`src/rtl/hilo_muldiv_unit.sv`:
```
// HI/LO register pair with a multi-cycle multiplier and bit-serial restoring divider.
// Decodes MIPS R-type HI/LO instructions and stalls the E stage while MUL/DIV is in flight.
module hilo_muldiv_unit #(
  parameter int WIDTH      = 32,
  parameter int MUL_STAGES = 2
) (
  input  logic             clk,
  input  logic             rst,
  input  logic             valid_i,
  input  logic [31:0]      instr_i,
  input  logic [WIDTH-1:0] a_i,
  input  logic [WIDTH-1:0] b_i,
  input  logic             flush_i,
  output logic             stall_o,
  output logic             done_o,
  output logic [WIDTH-1:0] hilo_rd_o,
  output logic [WIDTH-1:0] hi_o,
  output logic [WIDTH-1:0] lo_o
);

  localparam logic [5:0] F_MFHI  = 6'h10;
  localparam logic [5:0] F_MTHI  = 6'h11;
  localparam logic [5:0] F_MFLO  = 6'h12;
  localparam logic [5:0] F_MTLO  = 6'h13;
  localparam logic [5:0] F_MULT  = 6'h18;
  localparam logic [5:0] F_MULTU = 6'h19;
  localparam logic [5:0] F_DIV   = 6'h1A;
  localparam logic [5:0] F_DIVU  = 6'h1B;

  localparam int CNT_MAX = (WIDTH > MUL_STAGES) ? WIDTH : MUL_STAGES;
  localparam int CW      = $clog2(CNT_MAX + 1);

  typedef enum logic [1:0] {S_IDLE, S_MUL, S_DIV} state_e;

  state_e             state_q, state_d;
  logic [CW-1:0]      cnt_q;
  logic [WIDTH-1:0]   a_q, b_q, rem_q, hi_q, lo_q;
  logic               done_q, sgn_q, qneg_q, rneg_q, dz_q;

  logic [5:0]         funct;
  logic               is_r, accept, dec_mul, dec_div, dec_mthi, dec_mtlo;
  logic               unused_bits;

  assign funct       = instr_i[5:0];
  assign is_r        = (instr_i[31:26] == 6'b000000);
  assign unused_bits = ^instr_i[25:6];
  assign accept      = (state_q == S_IDLE) && valid_i && !flush_i && is_r;
  assign dec_mul     = accept && (funct == F_MULT || funct == F_MULTU);
  assign dec_div     = accept && (funct == F_DIV  || funct == F_DIVU);
  assign dec_mthi    = accept && (funct == F_MTHI);
  assign dec_mtlo    = accept && (funct == F_MTLO);

  // Signed DIV works on magnitudes; signs are reapplied in the fix-up cycle.
  logic               div_signed;
  logic [WIDTH-1:0]   a_mag, b_mag;
  assign div_signed = (funct == F_DIV);
  assign a_mag = (div_signed && a_i[WIDTH-1]) ? -a_i : a_i;
  assign b_mag = (div_signed && b_i[WIDTH-1]) ? -b_i : b_i;

  logic [WIDTH:0]     rem_sh, rem_sub;
  logic               ge;
  logic [WIDTH-1:0]   quo_fix, rem_fix;
  assign rem_sh  = {rem_q, a_q[WIDTH-1]};
  assign rem_sub = rem_sh - {1'b0, b_q};
  assign ge      = (rem_sh >= {1'b0, b_q});
  assign quo_fix = dz_q ? '1 : (qneg_q ? -a_q : a_q);
  assign rem_fix = rneg_q ? -rem_q : rem_q;

  logic [2*WIDTH-1:0] mul_ax, mul_bx, prod;
  assign mul_ax = sgn_q ? {{WIDTH{a_q[WIDTH-1]}}, a_q} : {{WIDTH{1'b0}}, a_q};
  assign mul_bx = sgn_q ? {{WIDTH{b_q[WIDTH-1]}}, b_q} : {{WIDTH{1'b0}}, b_q};
  assign prod   = mul_ax * mul_bx;

  always_ff @(posedge clk or posedge rst) begin
    if (rst) state_q <= S_IDLE;
    else     state_q <= state_d;
  end

  always_comb begin
    state_d = state_q;
    case (state_q)
      S_IDLE: begin
        if (dec_mul)      state_d = S_MUL;
        else if (dec_div) state_d = S_DIV;
      end
      S_MUL, S_DIV: begin
        if (flush_i || cnt_q == '0) state_d = S_IDLE;
      end
      default: state_d = S_IDLE;
    endcase
  end

  always_comb begin
    stall_o   = (state_q != S_IDLE);
    hilo_rd_o = '0;
    if (state_q == S_IDLE && valid_i && is_r) begin
      if (funct == F_MFHI)      hilo_rd_o = hi_q;
      else if (funct == F_MFLO) hilo_rd_o = lo_q;
    end
  end

  always_ff @(posedge clk or posedge rst) begin
    if (rst) begin
      cnt_q  <= '0;
      a_q    <= '0;
      b_q    <= '0;
      rem_q  <= '0;
      hi_q   <= '0;
      lo_q   <= '0;
      done_q <= 1'b0;
      sgn_q  <= 1'b0;
      qneg_q <= 1'b0;
      rneg_q <= 1'b0;
      dz_q   <= 1'b0;
    end else begin
      done_q <= 1'b0;
      case (state_q)
        S_IDLE: begin
          if (dec_mthi) hi_q <= a_i;
          if (dec_mtlo) lo_q <= a_i;
          if (dec_mul) begin
            a_q   <= a_i;
            b_q   <= b_i;
            sgn_q <= (funct == F_MULT);
            cnt_q <= CW'(MUL_STAGES - 1);
          end
          if (dec_div) begin
            a_q    <= a_mag;
            b_q    <= b_mag;
            rem_q  <= '0;
            qneg_q <= div_signed && (a_i[WIDTH-1] ^ b_i[WIDTH-1]);
            rneg_q <= div_signed && a_i[WIDTH-1];
            dz_q   <= (b_i == '0);
            cnt_q  <= CW'(WIDTH);
          end
        end
        S_MUL: if (!flush_i) begin
          if (cnt_q == '0) begin
            {hi_q, lo_q} <= prod;
            done_q       <= 1'b1;
          end else begin
            cnt_q <= cnt_q - 1'b1;
          end
        end
        S_DIV: if (!flush_i) begin
          if (cnt_q != '0) begin
            rem_q <= ge ? rem_sub[WIDTH-1:0] : rem_sh[WIDTH-1:0];
            a_q   <= {a_q[WIDTH-2:0], ge};
            cnt_q <= cnt_q - 1'b1;
          end else begin
            hi_q   <= rem_fix;
            lo_q   <= quo_fix;
            done_q <= 1'b1;
          end
        end
        default: ;
      endcase
    end
  end

  assign done_o = done_q;
  assign hi_o   = hi_q;
  assign lo_o   = lo_q;

endmodule

```
`config.mk`:
```
export PLATFORM = sky130hd
export DESIGN_NAME = hilo_muldiv_unit
export DESIGN_NICKNAME = d
export VERILOG_FILES = /design/src/rtl/hilo_muldiv_unit.sv
export SDC_FILE = /design/constraint.sdc
export NUM_CORES = 2
export LEC_CHECK = 0
export ABC_AREA = 1
export BUFFER_PORTS_ARGS = -buffer_cell sky130_fd_sc_hd__buf_2
export CAP_MARGIN = 15
export CORE_MARGIN = 10
export CORE_UTILIZATION = 60
export DETAILED_ROUTE_END_ITERATION = 8
export PLACE_DENSITY = 0.84
export SLEW_MARGIN = 10
export SYNTH_ARGS = -nofsm -noshare
export SYNTH_HDL_FRONTEND = slang
export SYNTH_SLANG_ARGS = --single-unit
```
`constraint.sdc`:
```
create_clock -name clk -period 10.41 [get_ports clk]
set_clock_uncertainty 0.05 [all_clocks]
set_input_delay 0.5205 -clock clk [delete_from_list [all_inputs] [get_ports clk]]
set_output_delay 0.5205 -clock clk [all_outputs]
set_load 0.05 [all_outputs]
```
==> results.sh <==
export IMPL_root_buffer="clkbuf_16"
export IMPL_vias_per_cell=5.75
export IMPL_die_height_um=346
export IMPL_cts_setup_buffers=0
export IMPL_swShare_pct=63.9
export IMPL_leakage_uw=0.0389
export IMPL_synth_ff_latch_count=173
export IMPL_dp_hpwl_um=204000
export IMPL_die_w_um=346
export IMPL_grt_pass1_wl_um=365000
export IMPL_fin_setup_tns_ps=0
export IMPL_finalSetupViolations=0
export IMPL_clockBufferDepth=2
export IMPL_synthArstFlopShare_pct=100
export IMPL_p_per_area_mw_per_mm2=190
export IMPL_start_kind="register"
export IMPL_hold_viol_final=0
export IMPL_yosysSeqAreaShare_pct=6.77
export IMPL_clock_sinks=173
export IMPL_clkPwrFrac_pct=5.8
export IMPL_critPathSlowestCell="dfrtp_1"
export IMPL_worstRegToRegCells=32
export IMPL_cts_clk_slew_worst_paths_ps=80
export IMPL_vias=56300
export IMPL_first_iter_violations=5588
export IMPL_wl_per_cell_um=24.9
export IMPL_cap_violations=0
export IMPL_yosysMostFrequentCell="inv_1"
export IMPL_period_needed_ps=10220
export IMPL_syn_area_mm2=0.0639
export IMPL_netlist_instances=8332
export IMPL_internal_power_uw=4630
export IMPL_core_mm2=0.106
export IMPL_status="finished clean"
export IMPL_min_path_type="in2reg"
export IMPL_numCtsBuffers=17
export IMPL_slew_violations=0
export IMPL_worstPathRequired_ps=10750
export IMPL_yosysWarnings=0
export IMPL_end_kind="register"
export IMPL_dr_pass1_iters=6
export IMPL_synth_edf_count=0
export IMPL_finalPower_uw=12800
export IMPL_cts_tree="done"
export IMPL_r2r_start="a_q[26]"
export IMPL_ys_types=61
export IMPL_cp_max_fo=13
export IMPL_cp_endpoint="hi_o[8]"
export IMPL_ir_drop_mv=0.399
export IMPL_ant_nets=0
export IMPL_syn2layout_area_growth_pct=5.76
export IMPL_pin_count=198
export IMPL_synth_nets=10200
export IMPL_rows=119
export IMPL_worst_path_most_repeated_cell="fa_1"
export IMPL_worstSetupPathType="reg2reg"
export IMPL_avgSynthCellArea_um2=7.67
export IMPL_r2r_end="hi_o[8]"
export IMPL_fin_crit_sh_pct=98.2
export IMPL_io_buffers=177
export IMPL_die_area_mm2=0.120
export IMPL_comb_power_share_pct=88.1
export IMPL_p_switching_uw=8200
export IMPL_drc_errors=0
export IMPL_final_layout_size_suffix_gt1_share_pct=5.99
export IMPL_slew_headroom_pct=22.9
export IMPL_yosys_area_top_type="fa_1"
export IMPL_grt_max_degree=91
export IMPL_worst_skew_pair_late_latency_ps=500
export IMPL_track_usage_pct=40.9
export IMPL_cp_data_arrival_time_ps=10560
export IMPL_cpPeakStageDelay_ps=1060
export IMPL_grt_setup_unrepaired="no"
export IMPL_globalRouteOverflowTotal=0
export IMPL_max_freq_mhz=97.9
export IMPL_cp_startpoint="a_q[26]"
export IMPL_start_util_pct=60.5
export IMPL_grt_pass1_vias=59400
export IMPL_routed_wl_um=243000
export IMPL_htreeDepth=4
export IMPL_tightestPinTransition_ps=1160
export IMPL_fin_nets=10300
export IMPL_antenna_found_initial=21
export IMPL_netlist_top_cells_count="inv_1, nand2_1, fa_1, nor2_1, ha_1"
export IMPL_place_gp_congestion=1.10
export IMPL_yosysTopAreaCellShare_pct=44.5
export IMPL_fin_hold_ws_ps=279
export IMPL_r2r_slack_ps=190
export IMPL_synth_area_top_cells="fa_1, inv_1, nand2_1"
export IMPL_synth_ff_type="dfrtp_1"
export IMPL_power_frac_seq_pct=6.1
[placed cells by master, fill, tap and decap left out, drive strengths merged, types with 173 or more instances in the layout]
cell type  netlist  layout
o21ai          315     315
fa            1420    1420
buf             76     381
a21oi          300     300
nand3          174     174
inv           2513    2519
ha             350     350
nand2         1788    1788
dfrtp          173     173
nor2           503     503
[power by group through the flow]
stage,Clock [µW],Combinational (µW),Sequential (µW)
final,741,11300,785
after global placement,0,10800,793
after floorplan,0,6510,816
after detailed placement,0,10900,794
after global routing,761,12300,784
after CTS,738,11000,781
[metal layers]
layer	part of all wire [%]	track usage (%)	wire length, µm	vias up
met3	11	9.71	26900	973
met2	45	63.8	110000	3467
li1	-	-	-	24000
met1	35	50.3	85900	27800
met4	8.7	28.1	21100	12
met5	0.032	0	78	-
[sequential cells by signal, indices dropped and copies added, names as in the netlist]
register and count:
done_o 1, cnt_q 6, b_q 32, dz_q 1
qneg_q 1, a_q 32, lo_o 32, rneg_q 1
state_q 2, sgn_q 1, rem_q 32, hi_o 32
[area by class of cell]
class | count | area (µm²)
antenna | 6 | 15.0
clock buffer | 17 | 425
clock inverter | 15 | 218
fill | 8929 | 38000
inverter | 2518 | 9460
multi-input combinational | 5289 | 48700
sequential | 173 | 4340
tap | 1391 | 1740
timing repair buffer | 382 | 2680
[stage by stage]
step	cell area, µm²	utilization (%)	instances	setup WS [ps]
after floorplan	63900	-	8332	1570
after global placement	66900	63.3	9749	311
after detailed placement	66900	63.3	9749	242
after CTS	67500	64.0	9782	211
after global routing	67600	64.0	9791	12.8
final	67600	64.0	9791	190
[what timing repair did]
item | 4_1_cts | 5_1_grt
setup endpoints to repair | 0 | 9
gates resized for setup | 0 | 4
hold buffers | 1 | 0
endpoints found under the hold margin | 18 | 0
[kinds of logic after synthesis]
family          count (synthesis)  share of synthesized area (%)
simple gates                 2624                           16.6
xor+xnor                       95                           1.30
mux                             1                         0.0157
buf+inv                      2870                           17.0
compound gates                799                           6.96
flops                         173                           6.77
fa+ha+maj                    1770                           51.3
[worst min path at each step]
stage	from	to	depth (start not counted)
after floorplan	cnt_q[1]	cnt_q[1]	2
after global placement	cnt_q[1]	cnt_q[1]	2
after detailed placement	b_q[25]	b_q[25]	2
after CTS	a_i[1]	lo_o[1]	3
after global routing	a_i[0]	lo_o[0]	3
final	a_i[1]	lo_o[1]	3
[worst max-delay path: cells and delay by family, from the launching register on]
family	cells	cell delay [ps]
buffers and inverters	9	870
AO/OA/AOI/OAI	6	1970
flip-flops	1	1060
AND/OR/NAND/NOR	6	910
adder cells (fa/ha/maj)	11	5220
Note: power is estimated with default switching activity, not from simulation.
